**src/rtl/romulus_pkg.sv**
```systemverilog
// Shared definitions for the Romulus-N x4 TBC control path.
// Holds the scheduler defaults, the FSM state type and the round-constant LFSR step.
package romulus_pkg;

  localparam int         ROUNDS_DEF = 56;
  localparam int         UNROLL_DEF = 4;
  localparam logic [5:0] RC_INIT    = 6'h01;

  typedef enum logic [1:0] {
    ST_IDLE  = 2'd0,
    ST_LOAD  = 2'd1,
    ST_ROUND = 2'd2,
    ST_DONE  = 2'd3
  } sched_state_e;

  // One step of the 6-bit Skinny round-constant LFSR.
  function automatic logic [5:0] rc_step(input logic [5:0] rc);
    return {rc[4:0], rc[5] ^ rc[4] ^ 1'b1};
  endfunction

endpackage

```
**src/rtl/skinny_rc_lfsr_x4.sv**
```systemverilog
// Round-constant register for the unrolled Skinny datapath.
// Loads RC_INIT or advances UNROLL LFSR steps in a single cycle.
module skinny_rc_lfsr_x4
  import romulus_pkg::*;
#(
  parameter int UNROLL = UNROLL_DEF
) (
  input  logic       clk_i,
  input  logic       rst_i,
  input  logic       load_i,
  input  logic       adv_i,
  output logic [5:0] rc_o
);

  logic [5:0] rc_q;
  logic [5:0] rc_d;
  logic [5:0] rc_adv;

  always_comb begin
    rc_adv = rc_q;
    for (int i = 0; i < UNROLL; i++) begin
      rc_adv = rc_step(rc_adv);
    end
  end

  always_comb begin
    rc_d = rc_q;
    if (load_i) begin
      rc_d = RC_INIT;
    end else if (adv_i) begin
      rc_d = rc_adv;
    end
  end

  always_ff @(posedge clk_i) begin
    if (rst_i) begin
      rc_q <= 6'h00;
    end else begin
      rc_q <= rc_d;
    end
  end

  assign rc_o = rc_q;

endmodule

```
**src/rtl/skinny_tbc_sched_x4.sv**
```systemverilog
// Sequencer for one Skinny-128-384 TBC call at UNROLL rounds per cycle:
// LOAD, ROUND x ROUNDS/UNROLL, DONE; all outputs decode registered state.
module skinny_tbc_sched_x4
  import romulus_pkg::*;
#(
  parameter int ROUNDS = ROUNDS_DEF,
  parameter int UNROLL = UNROLL_DEF
) (
  input  logic       clk_i,
  input  logic       rst_i,
  input  logic       start_i,
  input  logic       abort_i,
  output logic       ready_o,
  output logic       busy_o,
  output logic       load_o,
  output logic       tk1s_o,
  output logic       round_en_o,
  output logic [5:0] constant_o,
  output logic [3:0] round_idx_o,
  output logic       last_o,
  output logic       done_o
);

  localparam int         CYCLES   = ROUNDS / UNROLL;
  localparam logic [3:0] LAST_IDX = 4'(CYCLES - 1);

  sched_state_e state_q, state_d;
  logic [3:0]   idx_q, idx_d;
  logic         in_load;
  logic         in_round;
  logic         is_last;
  logic         rc_adv;

  assign in_load  = (state_q == ST_LOAD);
  assign in_round = (state_q == ST_ROUND);
  assign is_last  = in_round && (idx_q == LAST_IDX);
  // constant and round_idx freeze on the final or aborted round cycle
  assign rc_adv   = in_round && !is_last && !abort_i;

  always_comb begin
    state_d = state_q;
    unique case (state_q)
      ST_IDLE:  if (start_i) state_d = ST_LOAD;
      ST_LOAD:  state_d = abort_i ? ST_IDLE : ST_ROUND;
      ST_ROUND: begin
        if (abort_i) begin
          state_d = ST_IDLE;
        end else if (is_last) begin
          state_d = ST_DONE;
        end
      end
      ST_DONE:  state_d = start_i ? ST_LOAD : ST_IDLE;
      default:  state_d = ST_IDLE;
    endcase
  end

  always_comb begin
    idx_d = idx_q;
    if (in_load) begin
      idx_d = 4'd0;
    end else if (rc_adv) begin
      idx_d = idx_q + 4'd1;
    end
  end

  always_ff @(posedge clk_i) begin
    if (rst_i) begin
      state_q <= ST_IDLE;
      idx_q   <= 4'd0;
    end else begin
      state_q <= state_d;
      idx_q   <= idx_d;
    end
  end

  skinny_rc_lfsr_x4 #(
    .UNROLL(UNROLL)
  ) u_rc (
    .clk_i (clk_i),
    .rst_i (rst_i),
    .load_i(in_load),
    .adv_i (rc_adv),
    .rc_o  (constant_o)
  );

  assign ready_o     = (state_q == ST_IDLE) || (state_q == ST_DONE);
  assign busy_o      = in_load || in_round;
  assign load_o      = in_load;
  assign tk1s_o      = in_load;
  assign round_en_o  = in_round;
  assign round_idx_o = idx_q;
  assign last_o      = is_last;
  assign done_o      = (state_q == ST_DONE);

endmodule

```
**config.mk**
```make
export PLATFORM = sky130hd
export DESIGN_NAME = skinny_tbc_sched_x4
export DESIGN_NICKNAME = d
export VERILOG_FILES = /design/src/rtl/romulus_pkg.sv /design/src/rtl/skinny_rc_lfsr_x4.sv /design/src/rtl/skinny_tbc_sched_x4.sv
export SDC_FILE = /design/constraint.sdc
export NUM_CORES = 1
export LEC_CHECK = 0
export ABC_AREA = 0
export CORE_MARGIN = 1
export CORE_UTILIZATION = 30
export CTS_CLUSTER_SIZE = 20
export DETAILED_ROUTE_END_ITERATION = 8
export DONT_BUFFER_PORTS = 1
export GPL_ROUTABILITY_DRIVEN = 0
export SLEW_MARGIN = 20
export SYNTH_ARGS = -nofsm -noshare
export SYNTH_HDL_FRONTEND = slang
export SYNTH_SLANG_ARGS = --single-unit
```
**constraint.sdc**
```tcl
create_clock -name clk_i -period 1.5 [get_ports clk_i]
set_clock_uncertainty 0.2 [all_clocks]
set_input_delay 0.3 -clock clk_i [delete_from_list [all_inputs] [get_ports clk_i]]
set_output_delay 0.3 -clock clk_i [all_outputs]
set_load 0.05 [all_outputs]
```
Word level (Yosys, flattened, before mapping). Cells that the tools add are included.

Word-level logic and storage cells: 38. Output and inout bits: 17. Flip-flop bits (word level): 12. Input bits: 4.

Muxes and demuxes: 8. Bitwise gates (word level): 8. Reductions and logical operators: 11. Add/subtract/negate cells: 1. Equal/unequal tests: 6.

Operator list (number): $mux W2 (4); $pmux W2 S4 (1); $add A4 B1 Y4 const B (1); $eq A2 B2 Y1 const B (2); $eq A4 B4 Y1 const B (1); $not A1 Y1 (4); $xor A1 B1 Y1 (4); $logic_and A1 B1 Y1 (3); $mux W1 (3); $ne A3 B2 Y1 const B (1); $eq A2 B1 Y1 const B (1); $logic_not A1 Y1 (2); $logic_not A2 Y1 (1); $logic_or A1 B1 Y1 (2); $ne A2 B2 Y1 const B (1); $reduce_and A2 Y1 (1); $reduce_bool A2 Y1 (1); $reduce_or A2 Y1 (1).

Logic depth before layout (Yosys ltp). Gate-level depths: netlist of run 1.

Depth after elaboration: 7. Depth in mapped cells: 6. Mapped depth without buffers: 5.

By module. Synthesis of run 1 repeated with hierarchy kept, for this count alone.

Cells, all modules: 72. Area total of the unflattened synthesis: 675.6 µm².

By module, submodules not included: skinny_tbc_sched_x4 (cells each 45, instances 1, seq. area each 120.1 µm², area each 392.9 µm²); skinny_rc_lfsr_x4 (cells each 27, instances 1, seq. area each 120.1 µm², area each 282.8 µm²).

Worst setup path before layout of run 1. No wires, ideal clock.

Path type: reg-to-output. Start point: reg idx_q[0] (netlist: round_idx_o[0]). End point: out last_o. Slack: -0.632 ns. Buffers on the path: 1. Arrival time: 1.632 ns. Cell stages (with the launch flop): 5. Required time: 1.000 ns. Cells stage by stage: dfxtp_1 > ha_1 > and3_1 > buf_6 > and2_1.

Cells in the longest elaborated chain, start to end: 2.

RTL lines: from (decl) (RTL line skinny_tbc_sched_x4.sv:28) `logic [3:0] idx_q, idx_d;`; from (signal assigned) (RTL line skinny_tbc_sched_x4.sv:72) `idx_q <= idx_d;`; $eq A4 B4 Y1 (RTL line skinny_tbc_sched_x4.sv:36) `assign is_last = in_round && (idx_q == LAST_IDX);`; $logic_and A1 B1 Y1 (RTL line skinny_tbc_sched_x4.sv:36); to (decl) (RTL line skinny_tbc_sched_x4.sv:20) `output logic last_o,`.

No other way between the ends.

Worst setup path after layout of run 1.
Start point: reg idx_q[1] (netlist: round_idx_o[1]). End point: out last_o.

Same word-level chain as after synthesis.

==> impl_metrics.env, run 1 <==
export IMPL_outcome="complete, but fails checks"
export IMPL_violations="negative setup slack"
export IMPL_grt_pass1_vias=638
export IMPL_critical_path_max_fanout=2
export IMPL_post_route_period_util=1.16
export IMPL_nNetsFinal=115
export IMPL_synth_top_area_frac=0.337
export IMPL_startpoint="round_idx_o[1]"
export IMPL_wl_per_cell_um=13.4
export IMPL_hp_class="in2reg"
export IMPL_cts_tree="built"
export IMPL_fp_dieW_um=50.7
export IMPL_worstHoldEndpoint="state_q[1]"
export IMPL_drt_vias_per_instance=4.98
export IMPL_criticalPathCategory="reg2out"
export IMPL_setup_violations=19
export IMPL_maxSlewHeadroom=0.813
export IMPL_cts_root_buf="clkbuf_4"
export IMPL_postSynthCellCount=79
export IMPL_tightestPinTransition_ns=0.280
export IMPL_rsz0062_at_grt="true"
export IMPL_p_per_area_mw_per_mm2=735
export IMPL_clockBufferDepth=2
export IMPL_synth_top_area_cell="dfxtp_1"
export IMPL_cts_clk_slew_worst_paths_ns=0.08
export IMPL_worstHoldStart="rst_i"
export IMPL_fin_setup_tns_ns=-2.51
export IMPL_antenna_found_initial=0
export IMPL_hpwl_um=1260
export IMPL_synth_distinct_cells=29
export IMPL_worst_r2r_endpoint="u_rc.rc_o[5]"
export IMPL_p_leak_nw=0.420
export IMPL_fmax_mhz=576
export IMPL_final_hold_viol_count=0
export IMPL_maxCapViolCount=0
export IMPL_drc=0
export IMPL_synth_area_top_cells="dfxtp_1 34%, ha_1 12%, o21ai_0 4.9%"
export IMPL_worstSetupStartpointType="flip-flop"
export IMPL_timing_rr_start="round_idx_o[1]"
export IMPL_crit_buf_inv=1
export IMPL_gr_total_overflow=0
export IMPL_grt_max_degree=14
export IMPL_routed_wl_um=1750
export IMPL_hold_depth=3
export IMPL_fill_cells=213
export IMPL_ff2ff_setup_slack_ns=-0.20
export IMPL_r2r_cells=7
export IMPL_drt_antenna_violating_nets=0
export IMPL_htreeDepth=1
export IMPL_dr_pass1_iters=4
export IMPL_grt_use_total=0.150
export IMPL_fin_cells=131
export IMPL_syn_area_um2=712
export IMPL_crit_family="simple AND/OR/NAND/NOR gates"
export IMPL_vias=652
export IMPL_cp_arrival_ns=1.24
export IMPL_clock_latency_ns=0.28
export IMPL_fp_dieH_um=50.7
export IMPL_synth_avg_cell_area_um2=9.01
export IMPL_drtIter0Drc=7
export IMPL_rows=17
export IMPL_io_pin_count=21
export IMPL_dp_cells=122
export IMPL_fin_crit_ns=1.74
export IMPL_synth_nets=90
export IMPL_layout_drive_gt1_share=0.553
export IMPL_yosysSeqAreaShare=0.337
export IMPL_cts_sinks=12
export IMPL_fp_dieArea_mm2=0.00257
export IMPL_endpoint_kind="output port"
export IMPL_ys_warnings_count=0
export IMPL_final_max_slew_viol_count=0
export IMPL_initial_utilization=0.319
export IMPL_cp_num_cells=4
export IMPL_n_antenna_cell=0
export IMPL_area_growth_pct=56.6
export IMPL_cts_buffers=3
export IMPL_setup_slack_ns=-0.235
export IMPL_crit_slowest_cell="dfxtp_4"
export IMPL_vdd_drop_max_uv=401
export IMPL_io_buffers=0
export IMPL_final_seq_area_um2=258
export IMPL_ys_seq_elements=12
export IMPL_cp_slowest_stage_delay_ns=0.35
export IMPL_crit_chain="inv_2 > ha_4 > and3_4 > and2_4"
export IMPL_grt_first_pass_wirelength_um=2850
export IMPL_multi_input_area_um2=515
export IMPL_core_area_mm2=0.00223
export IMPL_required_ns=1.00
-- cell usage after synthesis --
library cell / count
dfxtp_1: 12
ha_1: 7
o21ai_0: 7
nand2_1: 6
a21oi_1: 5
inv_1: 5
nand4_1: 5
xnor2_1: 4
buf_4: 3
nand2b_1: 2
nand3_1: 2
nor2_1: 2
nor3_1: 2
o21a_1: 2
a2111oi_4: 1
a2bb2oi_1: 1
a31oi_1: 1
and2_1: 1
and3_1: 1
and3b_1: 1
buf_2: 1
buf_6: 1
clkbuf_2: 1
mux2i_1: 1
nand4b_1: 1
nor2_4: 1
nor2b_1: 1
o31a_1: 1
o32ai_1: 1
-- logic make-up after synthesis --
group                      share of synthesized area
DFF                                            0.337
xor gates and xnor gates                      0.0492
adders and majority gates                      0.123
AOI/OAI and AO/OA                              0.190
and+or+nand+nor                                0.199
buffers and inverters                         0.0879
muxes                                         0.0141
-- where the power goes --
| group | switching, mW | total [mW] | internal [mW] |
|---|---|---|---|
| Clock | 0.115 | 0.218 | 0.103 |
| Combinational | 0.162 | 0.267 | 0.106 |
| Sequential | 0.00957 | 0.335 | 0.325 |
-- cell type report --
cell class,instances,area share
multi-input combinational,56,0.462
sequential,12,0.231
timing repair buffer,26,0.227
tap,28,0.0314
inverter,5,0.0247
clock buffer,4,0.0236
-- worst reg2reg max path, cell delays in order, from the launching register on --
cell and delay, ns:
dfxtp_4 0.35, inv_2 0.04, ha_4 0.14, and3_4 0.18, buf_4 0.13, buf_6 0.13
nor2_4 0.24, mux2i_1 0.22
-- layer usage --
layer | global-route usage | routed length [µm] | up-vias
met3 | 0.0364 | 83 | 4
met2 | 0.260 | 866 | 16
met5 | 0 | 0 | -
met4 | 0.0694 | 31 | 0
met1 | 0.170 | 772 | 303
li1 | - | - | 329
-- how the worst max path moves through the flow --
stage	endpoint	slack, ns
CTS	last_o	-0.23
global route	last_o	-0.27
detailed placement	round_idx_o[2]	-0.03
finish	last_o	-0.24
floorplan	last_o	-0.14
global placement	last_o	0.02
-- metrics by stage --
stage               area, µm²  hold slack (ns)  setup slack [ns]  power (mW)   util
floorplan                 805            0.155            -0.143       0.532      -
global placement          976            0.158            0.0181       0.578  0.437
detailed placement        976            0.160           -0.0335       0.580  0.437
CTS                      1080           0.0474            -0.232       0.814  0.482
global route             1110           0.0659            -0.266       0.848  0.499
finish                   1110           0.0435            -0.235       0.820  0.499
-- what timing repair did --
action | in CTS | in global routing
buffers inserted | 3 | 1
pin swaps | 4 | 3
hold buffers | 1 | 0
resized for setup | 12 | 8
endpoints found under the hold margin | 4 | 0
endpoints found under the setup margin | 9 | 19
-- layout by cell type (no fill, tap or decap), drive strengths merged --
master / n
nand2: 6
clkinvlp: 1
nand4b: 1
dlygate4sd3: 1
buf: 25
a21oi: 5
nand3: 2
o32ai: 1
ha: 7
and3: 1
o31a: 1
a31oi: 1
nor2: 3
nor2b: 1
and2: 1
xnor2: 4
inv: 4
o21ai: 7
nor3: 2
nand2b: 2
clkbuf: 4
a2bb2oi: 1
a2111oi: 1
o21a: 2
mux2i: 1
and3b: 1
nand4: 5
dfxtp: 12
-- flip-flops by register name (all words and copies together), names as in the netlist --
name	cells
u_rc.rc_o	6
round_idx_o	4
state_q	2
No activity file was read; power rests on OpenSTA's default activity.
==> inputs of run 2 (changes only) <==
- CELL_PAD_IN_SITES_DETAIL_PLACEMENT: default -> 2
- CELL_PAD_IN_SITES_GLOBAL_PLACEMENT: default -> 2
- CORE_ASPECT_RATIO: default -> 1.5
- PLACE_DENSITY_LB_ADDON: default -> 0.1
==> run 2 against run 1 <==
- the flow still finishes with violations (negative setup slack)
- final area grew 13%
- combinational power is 28% higher
- die area is 0.16% higher
- worst hold slack better by 0.018 ns
- clock power grew 5%
- wire length is 53% higher
- worst setup slack got worse by 0.010 ns
- critical path type unchanged
- largest power group is now combinational logic
- highest routed layer unchanged
==> impl_metrics.env, run 2 (same netlist as run 1, synthesis figures left out) <==
export IMPL_gr_total_overflow=0
export IMPL_p_per_area_mw_per_mm2=722
export IMPL_fmax_mhz=573
export IMPL_crit_family="flip-flops"
export IMPL_cts_clk_slew_worst_paths_ns=0.08
export IMPL_drtIter0Drc=15
export IMPL_p_leak_nw=0.491
export IMPL_layout_drive_gt1_share=0.611
export IMPL_final_common_cell="buf_4"
export IMPL_grt_max_degree=8
export IMPL_core_area_mm2=0.00223
export IMPL_grt_use_total=0.221
export IMPL_drt_vias_per_instance=5.37
export IMPL_cp_slowest_stage_delay_ns=0.38
export IMPL_critical_path_max_fanout=3
export IMPL_clock_latency_ns=0.29
export IMPL_fin_cells=136
export IMPL_io_buffers=0
export IMPL_outcome="complete, but fails checks"
export IMPL_vdd_drop_max_uv=603
export IMPL_clockBufferDepth=2
export IMPL_vias=730
export IMPL_criticalPathCategory="reg2out"
export IMPL_fp_dieArea_mm2=0.00258
export IMPL_violations="negative setup slack"
export IMPL_largest_reg_flops=6
export IMPL_antenna_found_initial=0
export IMPL_cts_buffers=3
export IMPL_endpoint_kind="output port"
export IMPL_fp_dieW_um=41.8
export IMPL_dp_cells=121
export IMPL_rsz0062_at_grt="true"
export IMPL_rows=21
export IMPL_final_max_slew_viol_count=0
export IMPL_hp_class="in2reg"
export IMPL_wl_per_cell_um=19.7
export IMPL_final_cell_mix="16 x buf_4, 13 x buf_6, 7 x o21ai_1"
export IMPL_final_hold_viol_count=0
export IMPL_tightestPinTransition_ns=0.262
export IMPL_routed_wl_um=2680
export IMPL_area_growth_pct=76.8
export IMPL_setup_slack_ns=-0.245
export IMPL_io_pin_count=21
export IMPL_worstSetupStartpointType="flip-flop"
export IMPL_grt_pass1_vias=770
export IMPL_worstHoldStart="abort_i"
export IMPL_whs_ns=0.0616
export IMPL_fin_crit_ns=1.75
export IMPL_fp_dieH_um=61.7
export IMPL_crit_buf_inv=2
export IMPL_initial_utilization=0.319
export IMPL_n_antenna_cell=0
export IMPL_drc=0
export IMPL_crit_chain="clkinv_4 > ha_4 > clkinvlp_4"
export IMPL_setup_violations=19
export IMPL_startpoint="state_q[0]"
export IMPL_p_total_uw=909
export IMPL_cts_root_buf="clkbuf_4"
export IMPL_ff2ff_setup_slack_ns=-0.18
export IMPL_cts_sinks=12
export IMPL_maxSlewHeadroom=0.824
export IMPL_cp_arrival_ns=1.25
export IMPL_dr_pass1_iters=5
export IMPL_post_route_period_util=1.16
export IMPL_required_ns=1.00
export IMPL_hpwl_um=1850
export IMPL_htreeDepth=1
export IMPL_drt_antenna_violating_nets=0
export IMPL_maxCapViolCount=0
export IMPL_cts_tree="built"
export IMPL_nNetsFinal=125
export IMPL_grt_first_pass_wirelength_um=3960
export IMPL_timing_rr_start="state_q[0]"
export IMPL_crit_slowest_cell="dfxtp_4"
==> run 2: cell count changes in the layout (fill, tap and decap cells not counted), moves of 2 or more <==
cell and delta:
dfxtp_1 -3, buf_8 +3, o21ai_2 -4, o21ai_1 +5
nand2_1 -2, buf_6 +9, dfxtp_2 +3, buf_12 -2
==> run 2: repair_timing <==
item,CTS,global route
endpoints found under the hold margin,3,2
cloned,1,0
setup endpoints to repair,16,21
pin swaps,5,16
gates resized for setup,25,22
hold buffers,1,1
buffers inserted,3,6
==> run 2: worst paths after layout <==
path / endpoint / cells after the start
max: ready_o / 3
min: state_q[1] / 3
max reg2reg: round_idx_o[2] / 7
min reg2reg: u_rc.rc_o[5] / 2
==> run 2: layout make-up <==
class / count / area [µm²]
inverter: 5 / 32.5
multi-input combinational: 56 / 548
timing repair buffer: 36 / 362
fill: 219 / 975
tap: 23 / 28.8
sequential: 12 / 262
clock buffer: 4 / 26.3
==> run 2: routing by layer <==
| metal | up-vias | routed length [µm] | track usage |
|---|---|---|---|
| met5 | - | 0 | 0 |
| met4 | 0 | 52 | 0.124 |
| met3 | 6 | 80 | 0.0587 |
| met2 | 23 | 1580 | 0.435 |
| met1 | 351 | 975 | 0.206 |
| li1 | 350 | - | - |
==> run 2: worst min-delay path: stages <==
cell	delay (ns)
nor3_1	0.04
o21ai_1	0.08
o32ai_1	0.09
==> run 2: per-stage QoR <==
stage	TNS (ns)	instance area (µm²)	util	worst slack (ns)
6_report	-2.01	1260	0.564	-0.245
5_1_grt	-2.98	1260	0.564	-0.285
4_1_cts	-1.25	1140	0.512	-0.235
3_5_place_dp	-0.191	975	0.436	-0.136
3_3_place_gp	0	975	0.436	0.00684
2_1_floorplan	-0.736	805	-	-0.143
==> run 2: power breakdown <==
group	switching, mW	internal, mW
clock	0.125	0.103
sequential	0.0132	0.325
combinational	0.191	0.151
total	0.329	0.580
